--- src/rtl/rf_wb_arbiter_pkg.sv ---
// Shared types and sizes for the register-file write-port arbiter.
// Pure declarations, no logic and no latency.
// No flow control of its own.
package rf_wb_arbiter_pkg;

    localparam int REG_ADDR_W = 5;
    localparam int REG_DATA_W = 32;
    localparam int NUM_REGS   = 32;
    // Wide enough for STARVE_LIMIT up to 15.
    localparam int WAIT_CNT_W = 4;

    typedef logic [REG_ADDR_W-1:0] reg_addr_t;
    typedef logic [REG_DATA_W-1:0] reg_data_t;

    // IDLE: buffer empty, HELD: buffer full and waiting, FORCE: buffer takes the port.
    typedef enum logic [1:0] {
        ST_IDLE  = 2'd0,
        ST_HELD  = 2'd1,
        ST_FORCE = 2'd2
    } arb_state_t;

endpackage

--- src/rtl/rf_wb_arbiter_if.sv ---
// Bundle of pipeline writeback, MDU result, decode lookup and register-file write signals.
// Wires only, no latency.
// Backpressure is carried by wb_hold (pipeline) and mdu_ack (MDU).
interface rf_wb_arbiter_if;
    import rf_wb_arbiter_pkg::*;

    logic      wb_valid;
    reg_addr_t wb_addr;
    reg_data_t wb_data;
    logic      wb_hold;

    logic      mdu_issue;
    reg_addr_t mdu_issue_addr;
    logic      mdu_req;
    reg_addr_t mdu_addr;
    reg_data_t mdu_data;
    logic      mdu_ack;

    reg_addr_t dec_a1;
    reg_addr_t dec_a2;
    reg_addr_t dec_a3;
    logic      dec_stall;

    logic      rf_we;
    reg_addr_t rf_a3;
    reg_data_t rf_wd;

    // Arbiter side.
    modport slave (
        input  wb_valid, wb_addr, wb_data,
        output wb_hold,
        input  mdu_issue, mdu_issue_addr, mdu_req, mdu_addr, mdu_data,
        output mdu_ack,
        input  dec_a1, dec_a2, dec_a3,
        output dec_stall,
        output rf_we, rf_a3, rf_wd
    );

    // Pipeline / MDU / register-file side.
    modport master (
        output wb_valid, wb_addr, wb_data,
        input  wb_hold,
        output mdu_issue, mdu_issue_addr, mdu_req, mdu_addr, mdu_data,
        input  mdu_ack,
        output dec_a1, dec_a2, dec_a3,
        input  dec_stall,
        input  rf_we, rf_a3, rf_wd
    );

endinterface

--- src/rtl/rf_wb_arbiter_scoreboard.sv ---
// Per-register busy bits for outstanding MDU results plus the decode-stage stall lookup.
// Busy bits update on the clock edge; dec_stall is combinational from busy_vec.
// No backpressure; a set and a clear on the same bit resolve to set.
module rf_scoreboard
    import rf_wb_arbiter_pkg::*;
(
    input  logic                clk,
    input  logic                rst,
    input  logic                set_en,
    input  reg_addr_t           set_addr,
    input  logic                clr_en,
    input  reg_addr_t           clr_addr,
    input  reg_addr_t           dec_a1,
    input  reg_addr_t           dec_a2,
    input  reg_addr_t           dec_a3,
    output logic [NUM_REGS-1:0] busy_vec,
    output logic                dec_stall
);

    logic [NUM_REGS-1:0] busy_nxt;

    // Clear first so a same-edge set wins; r0 is hardwired never-busy.
    always_comb begin
        busy_nxt = busy_vec;
        if (clr_en) busy_nxt[clr_addr] = 1'b0;
        if (set_en) busy_nxt[set_addr] = 1'b1;
        busy_nxt[0] = 1'b0;
    end

    // Busy bit register.
    always_ff @(posedge clk or posedge rst) begin
        if (rst) busy_vec <= '0;
        else     busy_vec <= busy_nxt;
    end

    assign dec_stall = busy_vec[dec_a1] | busy_vec[dec_a2] | busy_vec[dec_a3];

endmodule

--- src/rtl/rf_wb_arbiter.sv ---
// Arbitrates the register-file write port between pipeline writeback and a one-entry MDU result buffer.
// Pipeline writes pass through with zero latency; a buffered MDU result writes one cycle after transfer at the earliest.
// MDU is acked only when the buffer is empty; with RF_WB_ARB_STARVE_GUARD_EN the buffer forces the port and asserts wb_hold.
module rf_wb_arbiter
    import rf_wb_arbiter_pkg::*;
#(
    parameter int STARVE_LIMIT = 4
) (
    input  logic                clk,
    input  logic                rst,
    rf_wb_arbiter_if.slave      bus,
    output logic [NUM_REGS-1:0] busy_vec
);

    arb_state_t state;
    arb_state_t state_nxt;
    reg_addr_t  buf_addr;
    reg_data_t  buf_data;
    logic       xfer;
    logic       sel_buf;
    logic       sel_wb;
    logic       hold;
    reg_addr_t  wr_addr;

`ifdef RF_WB_ARB_STARVE_GUARD_EN
    localparam logic [WAIT_CNT_W-1:0] LIMIT_M1 = WAIT_CNT_W'(STARVE_LIMIT - 1);
    logic [WAIT_CNT_W-1:0] wait_cnt;
    logic [WAIT_CNT_W-1:0] wait_cnt_nxt;
`endif

    assign bus.mdu_ack = (state == ST_IDLE) && !rst;
    assign xfer        = bus.mdu_req && bus.mdu_ack;

    // Port grant and next-state; the pipeline wins unless the buffer is forcing.
    always_comb begin
        sel_buf   = 1'b0;
        sel_wb    = 1'b0;
        hold      = 1'b0;
        state_nxt = state;
`ifdef RF_WB_ARB_STARVE_GUARD_EN
        wait_cnt_nxt = wait_cnt;
        if (state == ST_FORCE) begin
            sel_buf = 1'b1;
            hold    = bus.wb_valid;
        end else
`endif
        if (bus.wb_valid) begin
            sel_wb = 1'b1;
        end else if (state == ST_HELD) begin
            sel_buf = 1'b1;
        end

        case (state)
            ST_IDLE: begin
                if (xfer) begin
                    state_nxt = ST_HELD;
`ifdef RF_WB_ARB_STARVE_GUARD_EN
                    wait_cnt_nxt = '0;
`endif
                end
            end
            ST_HELD: begin
                if (sel_buf) begin
                    state_nxt = ST_IDLE;
                end else begin
`ifdef RF_WB_ARB_STARVE_GUARD_EN
                    if (wait_cnt == LIMIT_M1) state_nxt = ST_FORCE;
                    else                      wait_cnt_nxt = wait_cnt + WAIT_CNT_W'(1);
`endif
                end
            end
            ST_FORCE: state_nxt = ST_IDLE;
            default:  state_nxt = ST_IDLE;
        endcase
    end

    // FSM state register.
    always_ff @(posedge clk or posedge rst) begin
        if (rst) begin
            state <= ST_IDLE;
`ifdef RF_WB_ARB_STARVE_GUARD_EN
            wait_cnt <= '0;
`endif
        end else begin
            state <= state_nxt;
`ifdef RF_WB_ARB_STARVE_GUARD_EN
            wait_cnt <= wait_cnt_nxt;
`endif
        end
    end

    // One-entry MDU result buffer, loaded on every accepted transfer.
    always_ff @(posedge clk or posedge rst) begin
        if (rst) begin
            buf_addr <= '0;
            buf_data <= '0;
        end else if (xfer) begin
            buf_addr <= bus.mdu_addr;
            buf_data <= bus.mdu_data;
        end
    end

    assign wr_addr     = sel_buf ? buf_addr : bus.wb_addr;
    assign bus.rf_a3   = wr_addr;
    assign bus.rf_wd   = sel_buf ? buf_data : bus.wb_data;
    assign bus.rf_we   = (sel_buf || sel_wb) && (wr_addr != '0) && !rst;
    assign bus.wb_hold = hold && !rst;

    // Busy bit clears on the same edge the buffered result reaches the register file.
    rf_scoreboard u_scoreboard (
        .clk       (clk),
        .rst       (rst),
        .set_en    (bus.mdu_issue),
        .set_addr  (bus.mdu_issue_addr),
        .clr_en    (sel_buf),
        .clr_addr  (buf_addr),
        .dec_a1    (bus.dec_a1),
        .dec_a2    (bus.dec_a2),
        .dec_a3    (bus.dec_a3),
        .busy_vec  (busy_vec),
        .dec_stall (bus.dec_stall)
    );

endmodule
--- src/flat_wrapper.sv ---
// flat-port wrapper written by rule: the top's interface ports become plain ports
module rf_wb_arbiter_flat import rf_wb_arbiter_pkg::*;
#(
    parameter int STARVE_LIMIT = 4
)
  (clk, rst, busy_vec, bus_wb_valid, bus_wb_addr, bus_wb_data, bus_wb_hold, bus_mdu_issue, bus_mdu_issue_addr, bus_mdu_req, bus_mdu_addr, bus_mdu_data, bus_mdu_ack, bus_dec_a1, bus_dec_a2, bus_dec_a3, bus_dec_stall, bus_rf_we, bus_rf_a3, bus_rf_wd);
  rf_wb_arbiter_if bus_i ();
  input  logic clk;
  input  logic rst;
  output logic [NUM_REGS-1:0] busy_vec;
  input wire logic [$bits(bus_i.wb_valid)-1:0] bus_wb_valid;
  input wire logic [$bits(bus_i.wb_addr)-1:0] bus_wb_addr;
  input wire logic [$bits(bus_i.wb_data)-1:0] bus_wb_data;
  output wire logic [$bits(bus_i.wb_hold)-1:0] bus_wb_hold;
  input wire logic [$bits(bus_i.mdu_issue)-1:0] bus_mdu_issue;
  input wire logic [$bits(bus_i.mdu_issue_addr)-1:0] bus_mdu_issue_addr;
  input wire logic [$bits(bus_i.mdu_req)-1:0] bus_mdu_req;
  input wire logic [$bits(bus_i.mdu_addr)-1:0] bus_mdu_addr;
  input wire logic [$bits(bus_i.mdu_data)-1:0] bus_mdu_data;
  output wire logic [$bits(bus_i.mdu_ack)-1:0] bus_mdu_ack;
  input wire logic [$bits(bus_i.dec_a1)-1:0] bus_dec_a1;
  input wire logic [$bits(bus_i.dec_a2)-1:0] bus_dec_a2;
  input wire logic [$bits(bus_i.dec_a3)-1:0] bus_dec_a3;
  output wire logic [$bits(bus_i.dec_stall)-1:0] bus_dec_stall;
  output wire logic [$bits(bus_i.rf_we)-1:0] bus_rf_we;
  output wire logic [$bits(bus_i.rf_a3)-1:0] bus_rf_a3;
  output wire logic [$bits(bus_i.rf_wd)-1:0] bus_rf_wd;
  assign bus_i.wb_valid = bus_wb_valid;
  assign bus_i.wb_addr = bus_wb_addr;
  assign bus_i.wb_data = bus_wb_data;
  assign bus_wb_hold = bus_i.wb_hold;
  assign bus_i.mdu_issue = bus_mdu_issue;
  assign bus_i.mdu_issue_addr = bus_mdu_issue_addr;
  assign bus_i.mdu_req = bus_mdu_req;
  assign bus_i.mdu_addr = bus_mdu_addr;
  assign bus_i.mdu_data = bus_mdu_data;
  assign bus_mdu_ack = bus_i.mdu_ack;
  assign bus_i.dec_a1 = bus_dec_a1;
  assign bus_i.dec_a2 = bus_dec_a2;
  assign bus_i.dec_a3 = bus_dec_a3;
  assign bus_dec_stall = bus_i.dec_stall;
  assign bus_rf_we = bus_i.rf_we;
  assign bus_rf_a3 = bus_i.rf_a3;
  assign bus_rf_wd = bus_i.rf_wd;
  rf_wb_arbiter #(.STARVE_LIMIT(STARVE_LIMIT)) u_core (.clk(clk), .rst(rst), .bus(bus_i), .busy_vec(busy_vec));
endmodule
--- config.mk ---
export PLATFORM = sky130hd
export DESIGN_NAME = rf_wb_arbiter_flat
export DESIGN_NICKNAME = d
export VERILOG_FILES = /design/src/rtl/rf_wb_arbiter_pkg.sv /design/src/rtl/rf_wb_arbiter_if.sv /design/src/rtl/rf_wb_arbiter_scoreboard.sv /design/src/rtl/rf_wb_arbiter.sv /design/src/flat_wrapper.sv
export SDC_FILE = /design/constraint.sdc
export NUM_CORES = 1
export LEC_CHECK = 0
export CAP_MARGIN = 40
export CELL_PAD_IN_SITES_DETAIL_PLACEMENT = 0
export CELL_PAD_IN_SITES_GLOBAL_PLACEMENT = 1
export CORE_ASPECT_RATIO = 2
export CORE_MARGIN = 1.5
export CORE_UTILIZATION = 25
export CTS_BUF_LIST = sky130_fd_sc_hd__clkbuf_16
export CTS_CLUSTER_DIAMETER = 120
export DETAILED_ROUTE_END_ITERATION = 6
export GPL_ROUTABILITY_DRIVEN = 0
export HOLD_SLACK_MARGIN = 0.05
export PLACE_DENSITY = 0.66
export SYNTH_ARGS = -nofsm -noshare
export SYNTH_HDL_FRONTEND = slang
export SYNTH_SLANG_ARGS = --single-unit
--- constraint.sdc ---
create_clock -name clk -period 2.9 [get_ports clk]
set_clock_uncertainty 0.05 [all_clocks]
set_input_delay 0.58 -clock clk [delete_from_list [all_inputs] [get_ports clk]]
set_output_delay 0.58 -clock clk [all_outputs]
set_load 0.01 [all_outputs]
==> results.tsv <==
metric	value	unit
#FFs+latches synth	69	
Port Buf Inserts	169	
Lkg Pwr	2.75	nW
post-route clock period utilization	0.964	
Final Slew Violations	0	
Die W	93.2	um
post-route ant nets	0	
most common cell after layout, fill and taps aside	clkdlybuf4s50_1	
CP Launch Type	primary input	
Filler cells	1565	
drt drc	0	
Most used DFF post-synth	dfrtp_1	
status	completed	
hold buffer count at cts	0	
endpoints failing hold	0	
RSZ-0062 raised after global routing	no	
Syn-to-layout area delta	61.6	%
vias in the first global route	4435	
most frequent cells in the layout	clkdlybuf4s50_1 (159), nand2_1 (116), dfrtp_1 (69)	
Post-Syn Area	4070	um2
max-capacitance violation count	0	
Seq/Total Area, Yosys	0.425	
initial antenna violation count	0	
Synth Instances	405	
# setup viols final	0	
CTS clk-pin slew, worst paths	0.06	ns
WP data required	2.27	ns
grt total ovfl	0	
Die Span Y	183	um
largest net degree at the start of global routing	42	
Placed Cells	779	
Vias	3965	
clock sinks	69	
post-route cell area	6570	um2
Crit Path Max Fanout	17	
H-tree depth	3	
Max Freq	0.358	GHz
VDD IR-drop max	303	uV
critical path class	in -> out	
row count	65	
Crit. End Element	output pin	
final non-filler cell total	802	
drt via density	4.94	
CTS max path bufs	2	
setup_tns	0	ns
drt initial violations	154	
Nets	695	
Post-synth EDFFs	0	
Yosys warning total	0	
Final HPWL DP	11400	um
Pwr per Cell Area	625	nW/um2
post-synth cell types	40	
Clk Latency, worst-skew pair	0.33	ns
layout cell share with drive strength beyond 1	0.210	
Post-DP Area	6160	um2
Total Wirelength	14700	um
CTS tree	built	
Avg Synthesized Cell Area	10.0	um2
core area	15900	um2
Initial Util	0.256	
final core occ	0.414	
# IOs	172	
Period minus WS final	2.80	ns
CTS Buf Count	9	
gr usage total	0.177	
first-pass GRT wire length	22800	um
worst min path class	reg -> reg	
crit path DAT	2.17	ns
Root Buffer Master	clkbuf_16	
DR WL/cell	18.3	um
die area	17100	um2
drt first pass iters	4	
FFs w/ async S/R, synth	1.00	
ANT cells	0	
==> logic make-up (layout without fill, tap and decap cells) <==
group                  count (synthesis)  after routing  share of synthesized area
muxes                                 76             76                      0.263
AOI/OAI and AO/OA                     72             72                     0.0936
other                                  1              2                   0.000922
DFF                                   69             69                      0.425
and+or+nand+nor                      161            161                      0.178
buffers and inverters                 26            221                     0.0394
==> synthesized netlist by cell type (all sizes together) (2+ instances only) <==
cell type    n  area, um2
nand2b       2       12.5
nor2         8       30.0
mux2        42        473
or3          3       18.8
a21oi        2       10.0
o22ai        2       12.5
o21ai       62        310
nand3        4       20.0
mux2i       15        150
mux4        19        447
dfrtp       69       1730
nand2      119        454
or3b         4       35.0
clkbuf      10       37.5
nor3b        3       22.5
buf         15        119
nand3b       8       60.1
==> path summary, 6_finish.rpt <==
path                                                                    to  slack (ns)  cells past startpoint                             from
min in group asynchronous                  u_core.buf_data[21]$_DFFE_PP0P_        0.69                      3                              rst
worst max-delay path                                         bus_rf_wd[11]        0.10                      7                     bus_wb_valid
worst max register to register  u_core.u_scoreboard.busy_vec[27]$_DFF_PP0_        0.89                      5      u_core.state[0]$_DFFE_PP0P_
worst min register to register             u_core.buf_data[12]$_DFFE_PP0P_        0.46                      1  u_core.buf_data[12]$_DFFE_PP0P_
worst min-delay path                       u_core.buf_data[12]$_DFFE_PP0P_        0.46                      1  u_core.buf_data[12]$_DFFE_PP0P_
max in group asynchronous                   u_core.buf_data[0]$_DFFE_PP0P_        1.54                      4                              rst
==> per-stage QoR <==
step	setup slack [ns]	total power, mW	hold WS (ns)
after floorplan	0.360	2.16	0.431
after global placement	-0.604	3.02	0.440
after detailed placement	-0.633	3.05	0.445
after CTS	0.00248	4.15	0.460
after global routing	0.00762	4.35	0.473
final	0.105	4.11	0.457
==> routing by layer <==
metal,track usage,share of wire,vias to the layer above,wire (um)
met4,0.0879,0.041,0,597
met5,0,0,-,0
met2,0.353,0.58,181,8570
met1,0.161,0.32,1925,4740
met3,0.0344,0.051,37,751
li1,-,-,1822,-
==> layout make-up <==
type | count | area (um2) | share of cell area
Tap cell | 201 | 251 | 0.0383
Multi-Input combinational cell | 311 | 2220 | 0.338
Sequential cell | 69 | 1730 | 0.263
Clock inverter | 7 | 60.1 | 0.00914
Clock buffer | 9 | 225 | 0.0343
Timing Repair Buffer | 204 | 2080 | 0.316
Inverter | 1 | 7.51 | 0.00114
==> where the power goes <==
part           switching [mW]  internal, mW
combinational           0.597         0.929
sequential              0.310          1.22
clock                   0.397         0.654
==> sequential cells by signal, summed over array words and instances, names as in the netlist <==
name / cells
u_core.state: 1
u_core.buf_data: 32
u_core.buf_addr: 5
u_core.u_scoreboard.busy_vec: 31
==> worst max-delay path, stage by stage <==
cell             delay [ns]
dlygate4sd2_1          0.25
buf_6                  0.12
nor2b_4                0.21
bufbuf_16              0.34
nand2_1                0.06
nand2_1                0.06
clkdlybuf4s50_1        0.53
==> timing repair <==
| item | in CTS | in global routing |
|---|---|---|
| gates resized for setup | 31 | 5 |
| setup endpoints to repair | 35 | 1 |
| pin swaps | 3 | 3 |
| gates cloned | 1 | 0 |
| buffers inserted | 3 | 3 |
Power figures use the tool's default switching activity.
